## config.mk

```make
export PLATFORM = sky130hd
export DESIGN_NAME = johnson_decoder_flat
export DESIGN_NICKNAME = d
export VERILOG_FILES = /design/src/rtl/johnson_pkg.sv /design/src/rtl/johnson_decoder_if.sv /design/src/rtl/johnson_code_check.sv /design/src/rtl/johnson_decoder.sv /design/src/flat_wrapper.sv
export SDC_FILE = /design/constraint.sdc
export NUM_CORES = 1
export LEC_CHECK = 0
export ABC_AREA = 1
export BUFFER_PORTS_ARGS = -buffer_cell sky130_fd_sc_hd__buf_4
export CAP_MARGIN = 10
export CORE_UTILIZATION = 35
export DETAILED_ROUTE_END_ITERATION = 12
export PLACE_DENSITY_LB_ADDON = 0.12
export SYNTH_ARGS = -nofsm -noshare
export SYNTH_HDL_FRONTEND = slang
export SYNTH_SLANG_ARGS = --single-unit
```

## constraint.sdc

```tcl
create_clock -name clk -period 2.25 [get_ports clk]
set_input_delay 0 -clock clk [delete_from_list [all_inputs] [get_ports clk]]
set_output_delay 0 -clock clk [all_outputs]
set_load 0.01 [all_outputs]
```

## src/rtl/johnson_pkg.sv

```systemverilog
// Shared Johnson (twisted-ring) helpers: lock FSM states and a generic code decoder.
package johnson_pkg;

  localparam int JMAX_W = 32;
  localparam int JIDX_W = 6;

  typedef enum logic {HUNT = 1'b0, LOCKED = 1'b1} lock_state_e;

  typedef struct packed {
    logic              legal;
    logic [JIDX_W-1:0] idx;
  } jidx_t;

  // code must be zero-extended above width; width in 1..JMAX_W.
  function automatic jidx_t johnson_idx(input logic [JMAX_W-1:0] code, input int width);
    jidx_t       r;
    int          p;
    logic [63:0] low;
    logic [63:0] top;
    p = 0;
    for (int i = 0; i < JMAX_W; i++)
      if (i < width) p += int'(code[5'(i)]);
    low     = (64'd1 << p) - 64'd1;
    top     = low << (width - p);
    r.legal = ({32'd0, code} == low) || ({32'd0, code} == top);
    if (code == '0 || code[5'(width - 1)]) r.idx = JIDX_W'(p);
    else                                   r.idx = JIDX_W'(2 * width - p);
    return r;
  endfunction

endpackage

```

## src/rtl/johnson_decoder_if.sv

```systemverilog
// Sample/decode bus between a Johnson counter tap and its decoder.
interface johnson_decoder_if #(
  parameter int WIDTH = 4,
  parameter int ERR_W = 8
);
  localparam int IDXW = $clog2(2 * WIDTH);

  logic                 in_valid;
  logic [WIDTH-1:0]     in_code;
  logic                 out_valid;
  logic [IDXW-1:0]      out_idx;
  logic [2*WIDTH-1:0]   out_onehot;
  logic                 out_illegal;
  logic                 seq_err;
  logic                 wrap;
  logic                 locked;
  logic [ERR_W-1:0]     err_cnt;

  modport master (
    output in_valid, in_code,
    input  out_valid, out_idx, out_onehot, out_illegal, seq_err, wrap, locked, err_cnt
  );

  modport slave (
    input  in_valid, in_code,
    output out_valid, out_idx, out_onehot, out_illegal, seq_err, wrap, locked, err_cnt
  );
endinterface

```

## src/rtl/johnson_code_check.sv

```systemverilog
// Combinational legality check and phase-index decode of one Johnson word.
module johnson_code_check
  import johnson_pkg::*;
#(
  parameter  int WIDTH = 4,
  localparam int IDXW  = $clog2(2 * WIDTH)
) (
  input  logic [WIDTH-1:0] code_i,
  output logic             legal_o,
  output logic [IDXW-1:0]  idx_o
);
  jidx_t res;

  always_comb begin
    res     = johnson_idx(JMAX_W'(code_i), WIDTH);
    legal_o = res.legal;
    idx_o   = IDXW'(res.idx);
  end
endmodule

```

## src/rtl/johnson_decoder.sv

```systemverilog
// Johnson counter decoder: legality, phase index/one-hot, successor check, lock FSM.
// Optional JOHNSON_DECODER_ERR_CNT_EN builds the saturating error counter; otherwise err_cnt is 0.
module johnson_decoder
  import johnson_pkg::*;
#(
  parameter int WIDTH    = 4,
  parameter int LOCK_CNT = 3,
  parameter int ERR_W    = 8
) (
  input logic               clk,
  input logic               rst_n,
  johnson_decoder_if.slave  bus
);
  localparam int IDXW = $clog2(2 * WIDTH);
  localparam int NST  = 2 * WIDTH;
  localparam int LCW  = $clog2(LOCK_CNT + 1);
  localparam logic [IDXW-1:0] LAST_IDX = IDXW'(NST - 1);
  localparam logic [LCW-1:0]  LOCK_MAX = LCW'(LOCK_CNT);

  logic            legal;
  logic [IDXW-1:0] idx;

  johnson_code_check #(.WIDTH(WIDTH)) u_chk (
    .code_i  (bus.in_code),
    .legal_o (legal),
    .idx_o   (idx)
  );

  lock_state_e     state_q, state_d;
  logic            ref_vld_q, ref_vld_d;
  logic [IDXW-1:0] ref_q, ref_d;
  logic [LCW-1:0]  lock_q, lock_d;
  logic            vld_q, vld_d;
  logic [IDXW-1:0] idx_q, idx_d;
  logic [NST-1:0]  oh_q, oh_d;
  logic            ill_q, ill_d;
  logic            seq_q, seq_d;
  logic            wrap_q, wrap_d;
  logic            err_inc;
  logic [IDXW-1:0] succ;

  assign succ = (ref_q == LAST_IDX) ? '0 : ref_q + 1'b1;

  always_comb begin
    state_d   = state_q;
    ref_vld_d = ref_vld_q;
    ref_d     = ref_q;
    lock_d    = lock_q;
    vld_d     = bus.in_valid;
    idx_d     = idx_q;
    oh_d      = oh_q;
    ill_d     = ill_q;
    seq_d     = 1'b0;
    wrap_d    = 1'b0;
    err_inc   = 1'b0;
    if (bus.in_valid) begin
      if (!legal) begin
        ill_d     = 1'b1;
        idx_d     = '0;
        oh_d      = '0;
        ref_vld_d = 1'b0;
        lock_d    = '0;
        state_d   = HUNT;
        err_inc   = 1'b1;
      end else begin
        ill_d     = 1'b0;
        idx_d     = idx;
        oh_d      = {{(NST-1){1'b0}}, 1'b1} << idx;
        ref_vld_d = 1'b1;
        ref_d     = idx;
        // First word after reset/illegal only seeds the reference.
        if (ref_vld_q) begin
          if (idx == succ) begin
            wrap_d = (ref_q == LAST_IDX);
            if (lock_q != LOCK_MAX) lock_d = lock_q + 1'b1;
            if (lock_d == LOCK_MAX) state_d = LOCKED;
          end else begin
            seq_d   = 1'b1;
            err_inc = 1'b1;
            lock_d  = '0;
            state_d = HUNT;
          end
        end
      end
    end
  end

  always_ff @(posedge clk or negedge rst_n) begin
    if (!rst_n) begin
      state_q   <= HUNT;
      ref_vld_q <= 1'b0;
      ref_q     <= '0;
      lock_q    <= '0;
      vld_q     <= 1'b0;
      idx_q     <= '0;
      oh_q      <= '0;
      ill_q     <= 1'b0;
      seq_q     <= 1'b0;
      wrap_q    <= 1'b0;
    end else begin
      state_q   <= state_d;
      ref_vld_q <= ref_vld_d;
      ref_q     <= ref_d;
      lock_q    <= lock_d;
      vld_q     <= vld_d;
      idx_q     <= idx_d;
      oh_q      <= oh_d;
      ill_q     <= ill_d;
      seq_q     <= seq_d;
      wrap_q    <= wrap_d;
    end
  end

`ifdef JOHNSON_DECODER_ERR_CNT_EN
  logic [ERR_W-1:0] err_q;

  always_ff @(posedge clk or negedge rst_n) begin
    if (!rst_n)                        err_q <= '0;
    else if (err_inc && err_q != '1)   err_q <= err_q + 1'b1;
  end

  assign bus.err_cnt = err_q;
`else
  logic err_inc_unused;
  assign err_inc_unused = err_inc;
  assign bus.err_cnt    = '0;
`endif

  assign bus.out_valid   = vld_q;
  assign bus.out_idx     = idx_q;
  assign bus.out_onehot  = oh_q;
  assign bus.out_illegal = ill_q;
  assign bus.seq_err     = seq_q;
  assign bus.wrap        = wrap_q;
  assign bus.locked      = (state_q == LOCKED);
endmodule
```

## src/flat_wrapper.sv

```systemverilog
// flat-port wrapper written by rule: the top's interface ports become plain ports
module johnson_decoder_flat import johnson_pkg::*;
#(
  parameter int WIDTH    = 4,
  parameter int LOCK_CNT = 3,
  parameter int ERR_W    = 8
)
  (clk, rst_n, bus_in_valid, bus_in_code, bus_out_valid, bus_out_idx, bus_out_onehot, bus_out_illegal, bus_seq_err, bus_wrap, bus_locked, bus_err_cnt);
  johnson_decoder_if #(.WIDTH(WIDTH), .ERR_W(ERR_W)) bus_i ();
  input logic clk;
  input logic rst_n;
  input wire logic [$bits(bus_i.in_valid)-1:0] bus_in_valid;
  input wire logic [$bits(bus_i.in_code)-1:0] bus_in_code;
  output wire logic [$bits(bus_i.out_valid)-1:0] bus_out_valid;
  output wire logic [$bits(bus_i.out_idx)-1:0] bus_out_idx;
  output wire logic [$bits(bus_i.out_onehot)-1:0] bus_out_onehot;
  output wire logic [$bits(bus_i.out_illegal)-1:0] bus_out_illegal;
  output wire logic [$bits(bus_i.seq_err)-1:0] bus_seq_err;
  output wire logic [$bits(bus_i.wrap)-1:0] bus_wrap;
  output wire logic [$bits(bus_i.locked)-1:0] bus_locked;
  output wire logic [$bits(bus_i.err_cnt)-1:0] bus_err_cnt;
  assign bus_i.in_valid = bus_in_valid;
  assign bus_i.in_code = bus_in_code;
  assign bus_out_valid = bus_i.out_valid;
  assign bus_out_idx = bus_i.out_idx;
  assign bus_out_onehot = bus_i.out_onehot;
  assign bus_out_illegal = bus_i.out_illegal;
  assign bus_seq_err = bus_i.seq_err;
  assign bus_wrap = bus_i.wrap;
  assign bus_locked = bus_i.locked;
  assign bus_err_cnt = bus_i.err_cnt;
  johnson_decoder #(.WIDTH(WIDTH), .LOCK_CNT(LOCK_CNT), .ERR_W(ERR_W)) u_core (.clk(clk), .rst_n(rst_n), .bus(bus_i));
endmodule
```

## After elaboration in Yosys (flattened, before gate mapping)

Cells that the tools add are included.

- Word-level logic and storage cells: 61
- Register bits: 22
- Output and inout port bits: 24

- Shift operators: 3
- Reduce and logical (&&, ||, !) cells: 6
- Multiplexer cells: 26
- Equality and inequality tests: 8
- Add/subtract/negate cells: 8

Operators by type and width:

| cell | count |
|---|---|
| 4-bit by 64-bit == test with 1-bit output | 2 |
| 1-bit by 4-bit left shift with 64-bit output, first input constant | 1 |
| 64-bit by 32-bit left shift with 64-bit output | 1 |
| 64-bit by 1-bit subtractor with 64-bit output, second input constant | 1 |
| 2-bit 2-to-1 mux | 8 |
| 1-bit 2-to-1 mux | 14 |
| 3-bit 2-to-1 mux | 3 |
| 8-bit 2-to-1 mux | 1 |
| 1-bit by 3-bit left shift with 8-bit output, first input constant | 1 |
| 3-bit by 4-bit subtractor with 5-bit output, first input constant | 1 |
| 3-bit by 1-bit adder with 4-bit output | 1 |
| 4-bit logical NOT | 1 |
| 2-bit inequality test, second input constant | 2 |
| 2-bit AND reduction | 2 |
| 2-bit by 1-bit adder with 3-bit output | 1 |
| 3-bit by 1-bit adder with 3-bit output, second input constant | 1 |
| 3-bit == test | 1 |
| 3-bit == test, second input constant | 1 |
| 3-bit inequality test, second input constant | 1 |
| 3-bit AND reduction | 1 |
| 1-bit by 3-bit subtractor with 3-bit output, first input constant | 1 |
| 1-bit by 1-bit adder with 2-bit output | 1 |
| 2-bit by 1-bit adder with 2-bit output, second input constant | 1 |
| 2-bit == test, second input constant | 1 |
| 1-bit logical OR | 2 |

## Depth between registers and ports, before layout

Gate-level depths: netlist of the first run.

- Word-level depth: 15
- Gate-level depth with buffers: 27
- Gate-level depth less buffers: 27

## By module

A second synthesis of the first run with hierarchy kept.

- Cells, all modules: 339
- Area, all modules: 2,159.6 µm²

By module, submodules not included:

| module | area each (µm²) | instances | seq. area each (µm²) | cells an instance |
|---|---|---|---|---|
| johnson_code_check | 1,178.6 | 1 | 0.0 | 228 |
| johnson_decoder | 980.9 | 1 | 550.5 | 111 |

## Worst setup path before layout of the first run

OpenSTA, ideal clock, no wires.

- Path kind: in2reg
- Start point: input bus_in_code[0]
- End point: register u_core.ref_q[2]
- Path slack: -1.216 ns
- Arrival time: 3.350 ns
- Path buffers: 2
- Stages on the path: 21
- Setup time: 0.116 ns
- Path through: fa_1 > ha_1 > inv_2 > buf_2 > ha_1 > ha_1 > inv_1 > ha_1 > nor2_1 > o21ai_2 > nor2_1 > a21oi_1 > nor4_1 > xor2_1 > nor3_1 > nand2_2 > nand2_4 > nand2_4 > buf_8 > nand2_1 > nand2_1

- Longest elaborated chain between the ends: 9
- Elaborated cells on any way between the ends: 15
- Classes of those cells: 6 x add/sub; 2 x eq/ne; 2 x shift; 1 x mux; 4 x reduce/logical

Ends and longest elaborated chain:

| item | line | source |
|---|---|---|
| start: declaration | flat_wrapper.sv:13 | `input wire logic [$bits(bus_i.in_code)-1:0] bus_in_code;` |
| 1-bit by 1-bit adder with 2-bit output | johnson_pkg.sv:22 | `if (i < width) p += int'(code[5'(i)]);` |
| 2-bit by 1-bit adder with 3-bit output | johnson_pkg.sv:22 |  |
| 3-bit by 1-bit adder with 4-bit output | johnson_pkg.sv:22 |  |
| 1-bit by 4-bit left shift with 64-bit output | johnson_pkg.sv:23 | `low = (64'd1 << p) - 64'd1;` |
| 64-bit by 1-bit subtractor with 64-bit output | johnson_pkg.sv:23 |  |
| 64-bit by 32-bit left shift with 64-bit output | johnson_pkg.sv:24 | `top = low << (width - p);` |
| 4-bit by 64-bit == test with 1-bit output | johnson_pkg.sv:25 | `r.legal = ({32'd0, code} == low) \|\| ({32'd0, code} == top);` |
| 1-bit logical OR | johnson_pkg.sv:25 |  |
| 2-bit AND reduction (no source line) | - |  |
| end signal: assignment | johnson_decoder.sv:103 | `ref_q <= ref_d;` |
| end: declaration | johnson_decoder.sv:31 | `logic [IDXW-1:0] ref_q, ref_d;` |

Parallel ways exist; a longest one is shown, timed or not.
A chain may end at the register's enable or synchronous reset.

## Worst setup path after layout of the first run

- Start point: input bus_in_code[3]
- End point: register u_core.oh_q[7] (netlist: u_core.bus.out_onehot[7])

- Longest elaborated chain between the ends: 7
- Elaborated cells on any way between the ends: 14
- Classes of those cells: 4 x add/sub; 2 x eq/ne; 3 x shift; 2 x mux; 3 x reduce/logical

Ends and longest elaborated chain:

| item | line | source |
|---|---|---|
| 3-bit by 1-bit adder with 4-bit output | johnson_pkg.sv:22 |  |
| 1-bit by 4-bit left shift with 64-bit output | johnson_pkg.sv:23 |  |
| 64-bit by 1-bit subtractor with 64-bit output | johnson_pkg.sv:23 |  |
| 64-bit by 32-bit left shift with 64-bit output | johnson_pkg.sv:24 |  |
| 4-bit by 64-bit == test with 1-bit output | johnson_pkg.sv:25 |  |
| 1-bit logical OR | johnson_pkg.sv:25 |  |
| 8-bit 2-to-1 mux (*) | johnson_decoder.sv:57 | `if (!legal) begin` |
| end signal: assignment | johnson_decoder.sv:107 | `oh_q <= oh_d;` |
| end: declaration | johnson_decoder.sv:35 | `logic [NST-1:0] oh_q, oh_d;` |

Every way passes the cells marked *; elsewhere a longest branch is shown, timed or not.

==> results of run 1 <==
## worst max-delay path: stages
cell and delay, ps:
buf_6 100, fa_1 520, ha_4 200, ha_4 270, inv_4 40, ha_4 160
ha_4 170, inv_2 60, ha_4 150, nand3_1 90, nand2_1 70, nand2_1 110
nand3_2 90, nand3_1 90, and2_1 150, nor2_1 100, nand2_1 60, nand2_1 50
nand4_1 90, nand2_1 100, nand2_2 80, nand2_4 130, nand2_8 80, nor2_4 140
nand2_1 80, nand2_1 60
## synthesized netlist by cell type (4+ instances only)
| cell type | n |
|---|---|
| inv_2 | 4 |
| o21ai_2 | 9 |
| buf_4 | 9 |
| a21oi_1 | 6 |
| dfrtp_1 | 22 |
| nand3_1 | 34 |
| o21ai_0 | 8 |
| inv_1 | 29 |
| buf_2 | 5 |
| xor2_1 | 7 |
| nand4_1 | 13 |
| ha_1 | 14 |
| nor2_1 | 24 |
| buf_6 | 4 |
| nand2_1 | 116 |
| nand2_2 | 4 |
## where the power goes
| part | total (mW) | switching [mW] | internal (mW) |
|---|---|---|---|
| Sequential | 0.435 | 0.0161 | 0.419 |
| Combinational | 1.66 | 0.937 | 0.720 |
| Clock | 0.274 | 0.119 | 0.156 |
| Total | 2.37 | 1.07 | 1.29 |
## layout make-up
class | instances | area (sq um) | share of cell area
multi-input cells | 270 | 1660 | 0.526
flip-flops and latches | 22 | 551 | 0.175
repair buffers | 81 | 662 | 0.210
clock buffers | 4 | 55.1 | 0.0175
well taps | 75 | 93.8 | 0.0298
inverters | 33 | 131 | 0.0417
## sequential cells by signal, summed over array words and instances (netlist names)
name	cells
u_core.bus.out_onehot	8
u_core.ref_q	3
u_core.bus.out_valid	1
u_core.bus.wrap	1
u_core.bus.out_illegal	1
u_core.ref_vld_q	1
u_core.lock_q	2
u_core.bus.out_idx	3
u_core.bus.seq_err	1
u_core.bus.locked	1
## path summary, 6_finish.rpt
kind,to,cells after the start,slack [ps],start
min in group clk,u_core.bus.out_onehot[4],6,450,bus_in_code[2]
worst max register to register,u_core.lock_q[0],11,400,u_core.ref_q[0]
worst max-delay path,u_core.bus.out_onehot[7],26,-800,bus_in_code[3]
max in group asynchronous,u_core.bus.out_onehot[1],2,1870,rst_n
worst min register to register,u_core.bus.out_onehot[7],2,480,u_core.bus.out_onehot[7]
worst min-delay path,u_core.bus.out_valid,2,160,rst_n
## per-layer routing
layer / GRT usage / share of wire / vias up / wire [um]
li1: - / - / 1216 / -
met1: 0.217 / 0.44 / 1046 / 2540
met2: 0.361 / 0.53 / 35 / 3050
met3: 0.0143 / 0.022 / 8 / 129
met4: 0.0632 / 0.012 / 0 / 68
met5: 0 / 0 / - / 0
## metrics by stage
| step | hold WS, ps | util |
|---|---|---|
| finish | 160 | 0.520 |
| CTS | 167 | 0.505 |
| floorplan | -296 | - |
| detailed placement | -97.6 | 0.474 |
| global placement | -101 | 0.474 |
| global route | 190 | 0.520 |
## what timing repair did
item                                   in CTS  in global routing
endpoints found under the hold margin      23                  0
gates resized for setup                    19                 16
pin swaps                                   5                  6
setup endpoints to repair                  21                 21
hold buffers                                2                  0
gates cloned                                1                  0
setup buffers                               2                  3
## cell usage in the layout, fill, tap and decap left out, types with 6 or more instances in the layout
| cell type | n |
|---|---|
| xor2_1 | 7 |
| nand3_2 | 7 |
| o21ai_0 | 7 |
| o21ai_2 | 9 |
| nand2_1 | 111 |
| nor2_1 | 17 |
| conb_1 | 9 |
| nand3_1 | 29 |
| buf_4 | 73 |
| nand4_1 | 13 |
| inv_1 | 25 |
| ha_4 | 6 |
| nand2_2 | 9 |
| dfrtp_1 | 22 |
## kinds of logic (layout without fill, tap and decap cells)
group / after synthesis / count (layout) / share of synthesized area
AOI/OAI and AO/OA: 31 / 31 / 0.0935
xor gates and xnor gates: 8 / 8 / 0.0310
adders and majority gates: 16 / 16 / 0.0952
buffers and inverters: 55 / 118 / 0.127
DFF: 22 / 22 / 0.243
other: 1 / 9 / 0.00166
and+or+nand+nor: 205 / 206 / 0.408
==> flow_metrics.env, run 1 <==
export IMPL_outcome="finished with violations"
export IMPL_violations="setup timing"
export IMPL_pin_count=31
export IMPL_vias=2305
export IMPL_path_max_fanout=6
export IMPL_initial_core_util=0.373
export IMPL_critPathLaunchType="primary input"
export IMPL_async_flop_share=1.00
export IMPL_ys_ff_latch=22
export IMPL_port_buffers=22
export IMPL_wirelength_mm=5.78
export IMPL_period_share=1.36
export IMPL_layout_min_cycle_time_ps=3050
export IMPL_antenna_found_initial=0
export IMPL_avgSynthCellArea_sq_um=6.69
export IMPL_num_antenna_cells=0
export IMPL_cts_max_level=1
export IMPL_fill_cells=608
export IMPL_dpl_worst_slack_ps=-1240
export IMPL_placedCellCount=473
export IMPL_drcViolationCount=0
export IMPL_cts_clk_slew_worst_paths_ps=70
export IMPL_p_leak_nw=1.63
export IMPL_track_usage=0.188
export IMPL_wl_per_cell_um=11.9
export IMPL_rows=28
export IMPL_postRouteAntennaNets=0
export IMPL_grt_max_degree=23
export IMPL_synth_area_sq_um=2260
export IMPL_peakVddDrop_mv=0.365
export IMPL_die_area_sq_um=6780
export IMPL_ys_seq_area_frac=0.243
export IMPL_grt_pass1_vias=2278
export IMPL_slew_violations=0
export IMPL_finalPower_mw=2.37
export IMPL_synth_flop_cell="dfrtp_1"
export IMPL_path_class="primary input to register"
export IMPL_routabilityCongestion=0.797
export IMPL_layout_setup_ws_ps=-799
export IMPL_cts_tree="done"
export IMPL_cts_made_buffers=3
export IMPL_syn_to_final_growth_pct=39.4
export IMPL_firstDrtPassIters=4
export IMPL_yosysUniqueCellTypes=37
export IMPL_synthTopCellsByArea="dfrtp_1, nand2_1, ha_1"
export IMPL_worstHoldPathType="primary input to async pin"
export IMPL_grt_remaining_overflow=0
export IMPL_detailed_place_hpwl_mm=4.55
export IMPL_synth_edff_count=0
export IMPL_worst_ep_arrival_time_ps=3250
export IMPL_synthCells=338
export IMPL_stdcell_area_sq_um=3150
export IMPL_clockBufferDepth=2
export IMPL_cts_root_buffer_cell="clkbuf_8"
export IMPL_maxCapViolCount=0
export IMPL_yosys_warnings=0
export IMPL_setup_viol=21
export IMPL_die_height_um=82.4
export IMPL_core_area_sq_um=6060
export IMPL_fmax_ghz=0.328
export IMPL_synth_top_area_frac=0.243
export IMPL_clk_latency_ps=250
export IMPL_powerDensity_nw_per_um2=751
export IMPL_clock_sinks=22
export IMPL_fin_nets=434
export IMPL_worst_clock_skew_ps=0.832
export IMPL_stdcell_count=485
export IMPL_grt_pass1_wl_mm=9.87
export IMPL_drive_gt1_frac=0.351
export IMPL_hold_viol=0
export IMPL_rsz0062_at_grt="true"
export IMPL_place_area_sq_um=2870
export IMPL_die_w_um=82.4
export IMPL_cp_required_ps=2450
export IMPL_first_iter_violations=54
export IMPL_yosys_area_top_type="dfrtp_1"
export IMPL_via_per_inst=4.75
export IMPL_tns_ps=-15890
export IMPL_crit_path_end_kind="register"
Note: power is estimated with default switching activity, not from simulation.
==> inputs of run 2 (changes only) <==
--- a/config.mk
+++ b/config.mk
@@ -8,9 +8,12 @@
 export ABC_AREA = 1
 export BUFFER_PORTS_ARGS = -buffer_cell sky130_fd_sc_hd__buf_4
 export CAP_MARGIN = 10
+export CELL_PAD_IN_SITES_DETAIL_PLACEMENT = 1
+export CELL_PAD_IN_SITES_GLOBAL_PLACEMENT = 1
 export CORE_UTILIZATION = 35
 export DETAILED_ROUTE_END_ITERATION = 12
 export PLACE_DENSITY_LB_ADDON = 0.12
+export SLEW_MARGIN = 20
 export SYNTH_ARGS = -nofsm -noshare
 export SYNTH_HDL_FRONTEND = slang
 export SYNTH_SLANG_ARGS = --single-unit
==> run 2 against run 1 <==
  * Die area did not move
  * Wire length grew 20%
  * Largest power group unchanged
  * Fmax is 2.9% lower
  * Sequential cell count unchanged
  * Total power rose by 8.6%
  * Clock skew grew 2.5 ps
  * Worst hold slack better by 1.4 ps
  * Utilization is 2.0 points higher
  * The flow still finishes with violations (setup timing)
  * Sequential share of layout area shrank 0.66 points
  * Final cell count did not move
==> flow_metrics.env, run 2 (synthesis results as in run 1) <==
export IMPL_comb_power_share=0.721
export IMPL_wirelength_mm=6.92
export IMPL_clkPwrFrac=0.109
export IMPL_worst_ep_arrival_time_ps=3340
export IMPL_power_switching_mw=1.21
export IMPL_grt_max_degree=23
export IMPL_finalPower_mw=2.57
export IMPL_fmax_ghz=0.318
export IMPL_layout_commonest_cell="nand2_1"
export IMPL_core_area_sq_um=6060
export IMPL_cts_root_buffer_cell="clkbuf_8"
export IMPL_cts_clk_slew_worst_paths_ps=80
export IMPL_regToRegStartpoint="u_core.ref_q[0]"
export IMPL_track_usage=0.222
export IMPL_violations="setup timing"
export IMPL_syn_to_final_growth_pct=44.9
export IMPL_cts_tree="done"
export IMPL_fin_nets=434
export IMPL_antenna_found_initial=0
export IMPL_worst_clock_skew_ps=3.31
export IMPL_port_buffers=22
export IMPL_firstDrtPassIters=4
export IMPL_die_w_um=82.4
export IMPL_setup_viol=21
export IMPL_via_per_inst=4.99
export IMPL_clockBufferDepth=2
export IMPL_grt_pass1_vias=2535
export IMPL_cts_max_level=1
export IMPL_cts_made_buffers=3
export IMPL_p_seq_frac=0.170
export IMPL_drive_gt1_frac=0.410
export IMPL_r2r_cells=11
export IMPL_layout_common_cells="nand2_1, buf_4, nand3_1"
export IMPL_cp_required_ps=2450
export IMPL_initial_core_util=0.373
export IMPL_p_leak_nw=1.66
export IMPL_grt_pass1_wl_mm=11.7
export IMPL_swShare=0.471
export IMPL_num_antenna_cells=0
export IMPL_critPathLaunchType="primary input"
export IMPL_path_class="primary input to register"
export IMPL_pin_count=31
export IMPL_setup_worst_path_start="bus_in_code[0]"
export IMPL_layout_setup_ws_ps=-890
export IMPL_rsz0062_at_grt="true"
export IMPL_stdcell_count=485
export IMPL_powerDensity_nw_per_um2=785
export IMPL_routabilityCongestion=0.783
export IMPL_drcViolationCount=0
export IMPL_die_area_sq_um=6780
export IMPL_internal_power_mw=1.36
export IMPL_wl_per_cell_um=14.3
export IMPL_rows=28
export IMPL_die_height_um=82.4
export IMPL_fill_cells=779
export IMPL_slew_violations=0
export IMPL_detailed_place_hpwl_mm=5.27
export IMPL_postRouteAntennaNets=0
export IMPL_hold_viol=0
export IMPL_clock_sinks=22
export IMPL_path_max_fanout=6
export IMPL_placedCellCount=473
export IMPL_period_share=1.40
export IMPL_largest_reg_flops=8
export IMPL_first_iter_violations=35
export IMPL_layout_min_cycle_time_ps=3140
export IMPL_grt_remaining_overflow=0
export IMPL_crit_path_end_kind="register"
export IMPL_worstHoldPathType="primary input to async pin"
export IMPL_timing_rr_end="u_core.lock_q[0]"
export IMPL_vias=2422
export IMPL_clk_latency_ps=260
export IMPL_outcome="finished with violations"
export IMPL_r2r_slack_ps=270
export IMPL_peakVddDrop_mv=0.479
export IMPL_maxCapViolCount=0
[run 2: cell counts in the layout (fill, tap and decap cells not counted)]
No cell type changed its count.
[run 2: how the worst max path moves through the flow]
stage,endpoint,slack (ps),cells past startpoint
after floorplan,u_core.ref_q[2],-910,21
after global placement,u_core.bus.out_onehot[7],-1340,24
after detailed placement,u_core.bus.out_onehot[7],-1320,24
after CTS,u_core.bus.out_onehot[4],-910,22
after global routing,u_core.bus.out_onehot[7],-1130,23
final,u_core.bus.out_onehot[7],-890,25
[run 2: worst max-delay path, cell delays in order]
cell and delay [ps]:
buf_6 100, fa_1 580, ha_4 150, ha_4 200, inv_4 60, ha_4 170, ha_4 160, inv_2 50
ha_4 280, nor2_4 40, o21ai_2 140, nor2_2 60, buf_4 130, nor2_2 70, o21bai_1 110, nand2_1 70
nor3_2 90, nand4_1 160, nand2_1 110, nand2_2 70, nand2_4 130, nand2_8 90, nor2_4 160, nand2_1 80
nand2_1 60
[run 2: cell type report]
class | count | area (sq um) | area share
Sequential cell | 22 | 551 | 0.168
Tap cell | 75 | 93.8 | 0.0286
Multi-Input combinational cell | 270 | 1790 | 0.545
Inverter | 33 | 131 | 0.0401
Timing Repair Buffer | 81 | 658 | 0.201
Clock buffer | 4 | 55.1 | 0.0168
[run 2: metal layers]
| layer | GRT usage | vias to the layer above | part of all wire |
|---|---|---|---|
| met5 | 0 | - | 0 |
| met4 | 0.0456 | 0 | 0.017 |
| met3 | 0.00989 | 12 | 0.021 |
| met2 | 0.426 | 36 | 0.50 |
| met1 | 0.270 | 1155 | 0.46 |
| li1 | - | 1219 | - |
[run 2: timing repair]
| item | 4_1_cts | 5_1_grt |
|---|---|---|
| cloned | 1 | 0 |
| gates resized for setup | 20 | 47 |
| endpoints found under the setup margin | 21 | 21 |
| hold endpoints to repair | 23 | 0 |
| buffers inserted | 4 | 1 |
| hold buffers | 2 | 0 |
| pin swaps | 17 | 22 |
[run 2: power groups by stage]
stage	registers [mW]	clock network, mW	logic, mW
after floorplan	0.441	0	1.07
after global routing	0.440	0.300	2.08
after global placement	0.441	0	1.55
after detailed placement	0.442	0	1.58
after CTS	0.436	0.286	1.65
final	0.438	0.280	1.85
[run 2: stage by stage]
| step | TNS (ps) | hold slack (ps) | instance area [sq um] | setup slack [ps] | utilization |
|---|---|---|---|---|---|
| finish | -17430 | 161 | 3280 | -890 | 0.540 |
| global placement | -26630 | -101 | 2890 | -1340 | 0.476 |
| CTS | -17650 | 175 | 3100 | -907 | 0.511 |
| detailed placement | -26310 | -93.5 | 2890 | -1320 | 0.476 |
| floorplan | -17670 | -296 | 2390 | -912 | - |
| global route | -21940 | 191 | 3280 | -1130 | 0.540 |
==> inputs of run 3 (changes only) <==
--- a/config.mk
+++ b/config.mk
@@ -12,7 +12,9 @@
 export CELL_PAD_IN_SITES_GLOBAL_PLACEMENT = 1
 export CORE_UTILIZATION = 35
 export DETAILED_ROUTE_END_ITERATION = 12
+export HOLD_SLACK_MARGIN = 0.05
 export PLACE_DENSITY_LB_ADDON = 0.12
+export REMOVE_ABC_BUFFERS = 1
 export SLEW_MARGIN = 20
 export SYNTH_ARGS = -nofsm -noshare
 export SYNTH_HDL_FRONTEND = slang
==> run 3 against run 2 <==
  * The run still ends with setup timing left
  * Utilization grew 1.1 points
  * Via count rose by 3.8%
  * Final cell count rose by 3.1%
  * Register-to-register slack lost 100 ps
  * Clock skew is 1.2 ps lower
  * Sequential cell count unchanged
  * Global-route usage rose by 1.5 points
  * Design area grew 1.9%
  * Die area did not move
  * Sequential share of layout area is 0.32 points lower
  * Non-clock buffer count increased by 15
  * Largest cell class unchanged
  * Combinational power barely moved
==> flow_metrics.env, run 3 (synthesis results as in run 1) <==
export IMPL_critPathMaxStageDelay_ps=530
export IMPL_setup_viol=21
export IMPL_slew_headroom=0.624
export IMPL_wirelength_mm=7.48
export IMPL_whs_path_depth=2
export IMPL_clk_latency_ps=260
export IMPL_die_height_um=82.4
export IMPL_antenna_found_initial=0
export IMPL_routabilityCongestion=0.810
export IMPL_grt_remaining_overflow=0
export IMPL_pin_count=31
export IMPL_cts_root_buffer_cell="clkbuf_8"
export IMPL_vias=2513
export IMPL_cts_clk_slew_worst_paths_ps=80
export IMPL_path_class="primary input to register"
export IMPL_cpLargestDelayFamily="adder cells"
export IMPL_powerDensity_nw_per_um2=768
export IMPL_detailed_place_hpwl_mm=5.26
export IMPL_initial_core_util=0.373
export IMPL_rsz0062_at_grt="true"
export IMPL_maxCapViolCount=0
export IMPL_track_usage=0.237
export IMPL_drcViolationCount=0
export IMPL_largest_reg_flops=8
export IMPL_whs_ps=77.7
export IMPL_crit_path_end_kind="register"
export IMPL_grt_max_degree=23
export IMPL_wl_per_cell_um=15.0
export IMPL_via_per_inst=5.03
export IMPL_cp_required_ps=2450
export IMPL_grt_pass1_vias=2635
export IMPL_critPathMostFrequentCell="nand2_2"
export IMPL_outcome="finished with violations"
export IMPL_layout_setup_ws_ps=-977
export IMPL_cts_made_buffers=3
export IMPL_clockBufferDepth=2
export IMPL_num_antenna_cells=0
export IMPL_path_max_fanout=7
export IMPL_slew_violations=0
export IMPL_layout_commonest_cell="nand2_1"
export IMPL_syn_to_final_growth_pct=47.7
export IMPL_firstDrtPassIters=4
export IMPL_peakVddDrop_mv=0.417
export IMPL_worst_pin_slew_ps=557
export IMPL_grt_pass1_wl_mm=12.2
export IMPL_worstHoldPathType="primary input to register"
export IMPL_postRouteAntennaNets=0
export IMPL_violations="setup timing"
export IMPL_clock_sinks=22
export IMPL_fin_nets=449
export IMPL_worst_clock_skew_ps=2.14
export IMPL_hold_viol=0
export IMPL_critPathLaunchType="primary input"
export IMPL_die_area_sq_um=6780
export IMPL_fmax_ghz=0.310
export IMPL_cts_tree="done"
export IMPL_r2r_cells=11
export IMPL_drive_gt1_frac=0.402
export IMPL_rows=28
export IMPL_worst_ep_arrival_time_ps=3430
export IMPL_cts_max_level=1
export IMPL_final_core_util=0.551
export IMPL_layout_common_cells="nand2_1, buf_4, nand3_1"
export IMPL_first_iter_violations=36
export IMPL_period_share=1.43
export IMPL_slowest_stage="fa_1"
export IMPL_critical_path_buf_inv_count=8
export IMPL_p_leak_nw=1.73
export IMPL_die_w_um=82.4
export IMPL_cp_num_cells=28
export IMPL_core_area_sq_um=6060
export IMPL_layout_min_cycle_time_ps=3230
export IMPL_port_buffers=22
-- run 3: area by class of cell --
type	instances	area, sq um
flip-flops and latches	22	551
repair buffers	96	785
inverters	33	136
well taps	75	93.8
fillers	775	2720
multi-input cells	270	1720
clock buffers	4	55.1
-- run 3: layer usage --
layer  up-vias  wire [um]  track usage
li1       1254          -            -
met1      1212       3230        0.274
met2        36       4000        0.464
met3        11        119       0.0110
met4         0        129       0.0632
met5         -          0            0
-- run 3: where the power goes --
group	internal [mW]	switching (mW)
sequential	0.419	0.0176
clock	0.156	0.129
combinational	0.788	1.05
-- run 3: path summary, 6_finish.rpt --
check	from	to	slack, ps
max	bus_in_code[1]	u_core.lock_q[1]	-980
min	bus_in_valid	u_core.ref_vld_q	80
max reg2reg	u_core.ref_q[0]	u_core.lock_q[0]	170
min reg2reg	u_core.bus.out_onehot[6]	u_core.bus.out_onehot[6]	480
max in group asynchronous	rst_n	u_core.bus.out_idx[2]	1870
min in group asynchronous	rst_n	u_core.lock_q[1]	160
-- run 3: metrics by stage --
stage / TNS, ps / cell area, sq um / worst slack, ps / total power, mW / std cells
floorplan: -27330 / 2130 / -1380 / 1.38 / 324
global placement: -28160 / 2830 / -1380 / 1.92 / 478
detailed placement: -29540 / 2830 / -1440 / 1.95 / 478
CTS: -19900 / 3170 / -986 / 2.42 / 495
global route: -23060 / 3340 / -1160 / 2.80 / 500
finish: -19450 / 3340 / -977 / 2.56 / 500
-- run 3: timing repair --
action | in CTS | in global routing
endpoints found under the hold margin | 23 | 0
cloned | 1 | 0
pin swaps | 30 | 30
resized for setup | 44 | 36
buffers inserted | 10 | 5
setup endpoints to repair | 21 | 21
hold buffers | 2 | 0
